==> config.mk <==
export PLATFORM = sky130hd
export DESIGN_NAME = lif_network
export DESIGN_NICKNAME = d
export VERILOG_FILES = /design/src/rtl/lif_network.sv
export SDC_FILE = /design/constraint.sdc
export NUM_CORES = 1
export LEC_CHECK = 0
export BUFFER_PORTS_ARGS = -buffer_cell sky130_fd_sc_hd__buf_2
export CAP_MARGIN = 20
export CORE_MARGIN = 5
export CORE_UTILIZATION = 66
export DETAILED_ROUTE_END_ITERATION = 12
export MAX_ROUTING_LAYER = met4
export PLACE_DENSITY_LB_ADDON = 0.2
export SLEW_MARGIN = 40
export SYNTH_ARGS = -nofsm -noshare
export SYNTH_HDL_FRONTEND = slang
export SYNTH_SLANG_ARGS = --single-unit
==> constraint.sdc <==
create_clock -name clk -period 13.2 [get_ports clk]
set_clock_uncertainty 0.15 [all_clocks]
set_input_delay 2.64 -clock clk [delete_from_list [all_inputs] [get_ports clk]]
set_output_delay 2.64 -clock clk [all_outputs]
set_load 0.05 [all_outputs]
==> src/rtl/lif_network.sv <==
// Leaky integrate-and-fire network: N neurons, programmable NxN signed weights,
// per-neuron refractory counters, external stimulus and a saturating spike counter.
module lif_network #(
    parameter int N          = 4,
    parameter int V_WIDTH    = 8,
    parameter int W_WIDTH    = 4,
    parameter int LEAK_SHIFT = 3,
    parameter int EXT_GAIN   = 32,
    parameter int REFRACT    = 2
) (
    input  logic                       clk,
    input  logic                       rst_n,
    input  logic                       ena,
    input  logic                       cfg_we,
    input  logic [$clog2(N*N)-1:0]     cfg_addr,
    input  logic [W_WIDTH-1:0]         cfg_data,
    input  logic [V_WIDTH-1:0]         threshold,
    input  logic [N-1:0]               ext_in,
    output logic [N-1:0]               spike_out,
    output logic                       spike_any,
    output logic [15:0]                spike_count
);

    localparam int AW = $clog2(N*N);
    localparam int RW = (REFRACT > 0) ? $clog2(REFRACT + 1) : 1;
    localparam int SW = V_WIDTH + $clog2(N) + W_WIDTH + 1;
    localparam int PW = $clog2(N + 1);
    localparam logic [AW:0]           NUM_W = (AW + 1)'(N * N);
    localparam logic signed [SW-1:0] V_MAX = {{(SW - V_WIDTH){1'b0}}, {V_WIDTH{1'b1}}};

    logic [V_WIDTH-1:0] v_q    [N];
    logic [V_WIDTH-1:0] v_d    [N];
    logic [RW-1:0]      refr_q [N];
    logic [RW-1:0]      refr_d [N];
    logic [N-1:0]       spike_q;
    logic [N-1:0]       spike_d;
    logic [15:0]        cnt_q;
    logic [15:0]        cnt_d;
    logic [W_WIDTH-1:0] w_q    [N*N];
    logic [V_WIDTH-1:0] vnext_s [N];

    // Negative results floor at zero, oversized results pin at the top of the range.
    function automatic logic [V_WIDTH-1:0] clamp_v(input logic signed [SW-1:0] x);
        logic [V_WIDTH-1:0] r;
        if (x[SW-1]) begin
            r = '0;
        end else if (x > V_MAX) begin
            r = {V_WIDTH{1'b1}};
        end else begin
            r = x[V_WIDTH-1:0];
        end
        return r;
    endfunction

    // Leaky integration of weighted registered spikes plus external drive.
    always_comb begin
        logic signed [SW-1:0] cur;
        logic signed [SW-1:0] raw;
        cur = '0;
        raw = '0;
        for (int i = 0; i < N; i++) begin
            cur = ext_in[i] ? SW'(EXT_GAIN) : '0;
            for (int j = 0; j < N; j++) begin
                if (spike_q[j]) begin
                    cur = cur + {{(SW - W_WIDTH){w_q[i*N+j][W_WIDTH-1]}}, w_q[i*N+j]};
                end else begin
                    cur = cur;
                end
            end
            raw = {{(SW - V_WIDTH){1'b0}}, v_q[i]}
                - {{(SW - V_WIDTH){1'b0}}, v_q[i] >> LEAK_SHIFT}
                + cur;
            vnext_s[i] = clamp_v(raw);
        end
    end

    // Per-neuron firing decision and saturating network spike count.
    always_comb begin
        logic [PW-1:0] pop;
        logic [16:0]   cnt_sum;
        pop     = '0;
        cnt_sum = '0;
        spike_d = spike_q;
        for (int i = 0; i < N; i++) begin
            v_d[i]    = v_q[i];
            refr_d[i] = refr_q[i];
            if (!ena) begin
                spike_d[i] = spike_q[i];
            end else if (refr_q[i] != '0) begin
                v_d[i]     = '0;
                refr_d[i]  = refr_q[i] - RW'(1);
                spike_d[i] = 1'b0;
            end else if (vnext_s[i] >= threshold) begin
                v_d[i]     = '0;
                refr_d[i]  = RW'(REFRACT);
                spike_d[i] = 1'b1;
            end else begin
                v_d[i]     = vnext_s[i];
                spike_d[i] = 1'b0;
            end
            pop = pop + PW'(spike_d[i]);
        end
        cnt_sum = {1'b0, cnt_q} + 17'(pop);
        if (!ena) begin
            cnt_d = cnt_q;
        end else if (cnt_sum[16]) begin
            cnt_d = 16'hFFFF;
        end else begin
            cnt_d = cnt_sum[15:0];
        end
    end

    // Neuron state and spike counter registers.
    always_ff @(posedge clk or negedge rst_n) begin
        if (!rst_n) begin
            for (int i = 0; i < N; i++) begin
                v_q[i]    <= '0;
                refr_q[i] <= '0;
            end
            spike_q <= '0;
            cnt_q   <= 16'h0000;
        end else begin
            for (int i = 0; i < N; i++) begin
                v_q[i]    <= v_d[i];
                refr_q[i] <= refr_d[i];
            end
            spike_q <= spike_d;
            cnt_q   <= cnt_d;
        end
    end

    // Weight RAM; a write lands after this edge's update has read the old value.
    always_ff @(posedge clk or negedge rst_n) begin
        if (!rst_n) begin
            for (int k = 0; k < N * N; k++) begin
                w_q[k] <= '0;
            end
        end else if (cfg_we && ({1'b0, cfg_addr} < NUM_W)) begin
            w_q[cfg_addr] <= cfg_data;
        end else begin
            w_q[0] <= w_q[0];
        end
    end

    assign spike_out   = spike_q;
    assign spike_any   = |spike_q;
    assign spike_count = cnt_q;

endmodule

==> reports/results.txt <==
input/output buffers: 44
Die X-Extent: 174.3 um
number of max-cap violations: 0
GRT overflow: 0
Post-synth top cells: ha_1 (268), nor2_1 (173), a21oi_1 (165), inv_1 (157), nand2_1 (150)
Synth Area in Compound Gates: 21.75%
ANT cells: 0
total placed instance area: 18430 sq um
Simple-Gate Fraction of Synth Area: 15.53%
dominant cell type by area after synthesis: ha_1
layout cell share with drive strength beyond 1: 11.99%
antenna viol nets, final: 0
Reg clk slew, reported paths: 60 ps
register area: 3107 sq um
worst-margin pin slew: 766.5 ps
first-pass GRT wire length: 72570 um
GPL Wtd Cong: 0.9389
Multi-input gate area: 14030 sq um
Syn Nets: 2444
Design Area, Final: 19120 sq um
TNS Setup: 0 ps
final hold violation count: 0
Total Power: 5.181 mW
initial drt markers: 1217
syn_area_per_cell: 8.402 sq um
Slew Viols, Final: 0
Post-synth top flop: dfrtp_1
Power Density: 271.0 nW/um^2
Worst IR Drop VDD: 0.2170 mV
CTS Buf Count: 17
Mapped Cells: 2121
crit path time final: 12520 ps
# rows: 60
htree depth: 4
EDFF count, synth: 0
Post-Layout Cell Count: 2510
top-area cell type share of the netlist area: 18.82%
Die Ht: 174.3 um
largest family of logic cells by synthesized area: adder cells
max incr delay on CP: 490 ps
unrepaired setup endpoints after global routing: no
maximum number of pins on one net before global-route repair: 76
sequential area share after synthesis: 17.41%
arrival time at the worst endpoint: 12710 ps
wire per inst: 17.35 um
vias in the first global route: 15.09k
worst skew pair latency: 430 ps
HPWL Detailed: 33410 um
final net count: 2479
post-route clock period utilization: 94.88%
Core Box Area: 26800 sq um
I/O pins: 45
Fill cells: 2079
CP required: 13380 ps
initial antenna violation count: 0
Yosys cell types: 85
synth warn: 0
Critical Path Sink Type: register
Root Driver: clkbuf_16
WL final: 43550 um
status: completed
Area Overhead vs Synth: 7.295%
Detailed Routing Iterations Pass 1: 5
Rel. slew slack: 48.59%
Synth area leaders: ha_1 (19%), dfrtp_1 (17%), mux2_2 (7.6%)
CTS tree: yes
placed cell count: 2475
most numerous cell in the Yosys netlist: ha_1
initial core utilization: 66.49%
Sinks on Clock Net: 124
pre-CTS setup slack: -502.2 ps
Hold Crit Class: reg -> reg
Die Area: 30390 sq um
Synth Cell Area: 17820 sq um
cell mode on critical path: a21o_1
leakage power: 9.606 nW
vias post-DR: 15.67k
CTS max path bufs: 2
Final Worst Setup Slack: 675.5 ps
Via density: 6.245
DRC: 0
GRT Overall Usage: 28.97%
multiplexer area fraction after synthesis: 9.725%
number of synthesized register bits: 124
Setup crit start kind: primary input
XOR/XNOR Fraction of Synth Area: 8.805%
crit-path max FO: 13
Post-Synth Adder-Cell Area: 22.30%
Setup CP Type: in -> reg
asr flop ratio synth: 100.0%
slowest CP cell: or3_4
# setup viols final: 0
Fmax: 79.84 MHz
-- placed cells by master, fill, tap and decap left out, drive strengths merged, types with 10 or more instances in the layout --
cell type,instances
ha,268
nor2,173
a21oi,168
inv,158
nand2,150
dfrtp,124
mux2,121
xnor2,111
o21ai,106
a21o,93
buf,65
xor2,62
nand2b,40
nor3,38
mux2i,37
o21a,34
nand3,31
fa,31
and2,29
nor2b,26
a211oi,21
clkbuf,21
o21bai,20
a31oi,16
and3,15
or3,14
o211ai,13
o32ai,13
o41ai,12
nand3b,11
a21boi,11
or2,10
-- where the power goes --
| group | internal [mW] | switching (mW) |
|---|---|---|
| clock network | 0.287 | 0.183 |
| logic | 1.80 | 2.32 |
| registers | 0.477 | 0.114 |
| total | 2.57 | 2.61 |
-- sequential cells by signal, summed over array words and instances (netlist names) --
signal       count
w_q             64
v_q             32
spike_count     16
refr_q           8
spike_out        4
-- routing by layer --
layer  track usage (%)  wire length, um  vias up  share of wire [%]
li1                  -                -     7707                  -
met1             40.65            21080     7501                 48
met2             45.35            19500      427                 45
met3             4.154             2489       39                5.7
met4             5.114              492        0                1.1
met5                 -                0        -                  0
-- through the flow --
step	utilization [%]	hold slack, ps
after global placement	68.68	327.5
after floorplan	-	296.4
after CTS	70.91	331.8
after global routing	71.34	362.9
after detailed placement	68.75	318.0
final	71.34	331.7
-- final timing paths --
kind	slack (ps)	endpoint	cells after the start	startpoint
worst max-delay path	680	spike_count[7]	51	ext_in[0]
worst min-delay path	330	v_q[24]	2	v_q[24]
min in group asynchronous	2100	w_q[63]	1	rst_n
max in group asynchronous	9610	spike_out[2]	2	rst_n
worst min register to register	330	v_q[24]	2	v_q[24]
worst max register to register	1700	spike_count[7]	49	spike_out[0]
-- cell families (layout without fill, tap and decap cells) --
| family | after synthesis | in the layout |
|---|---|---|
| multiplexers | 158 | 158 |
| buffers and inverters | 208 | 256 |
| AND/OR/NAND/NOR | 573 | 573 |
| XOR/XNOR | 175 | 175 |
| flip-flops | 124 | 124 |
| AO/OA/AOI/OAI | 584 | 584 |
| adder cells (fa/ha/maj) | 299 | 299 |
-- worst max-delay path: cells and delay by family --
family,cells,cell delay [ps]
buffers and inverters,6,450
muxes,2,480
xor gates and xnor gates,2,230
AOI/OAI and AO/OA,21,3520
and+or+nand+nor,10,2100
adders and majority gates,10,3270
-- area by class of cell --
class,instances,area share [%]
inverter,159,3.122
sequential,124,16.25
multi-input combinational,1789,73.37
timing repair buffer,65,2.009
tap,341,2.232
clock inverter,11,0.6151
clock buffer,21,2.408
-- repair_timing --
item / in CTS / in global routing
gates resized for setup: 1 / 17
pin swaps: 0 / 5
hold endpoints to repair: 0 / 0
hold buffers: 0 / 0
setup endpoints to repair: 14 / 16
setup buffers: 0 / 3
Power figures use the tool's default switching activity.
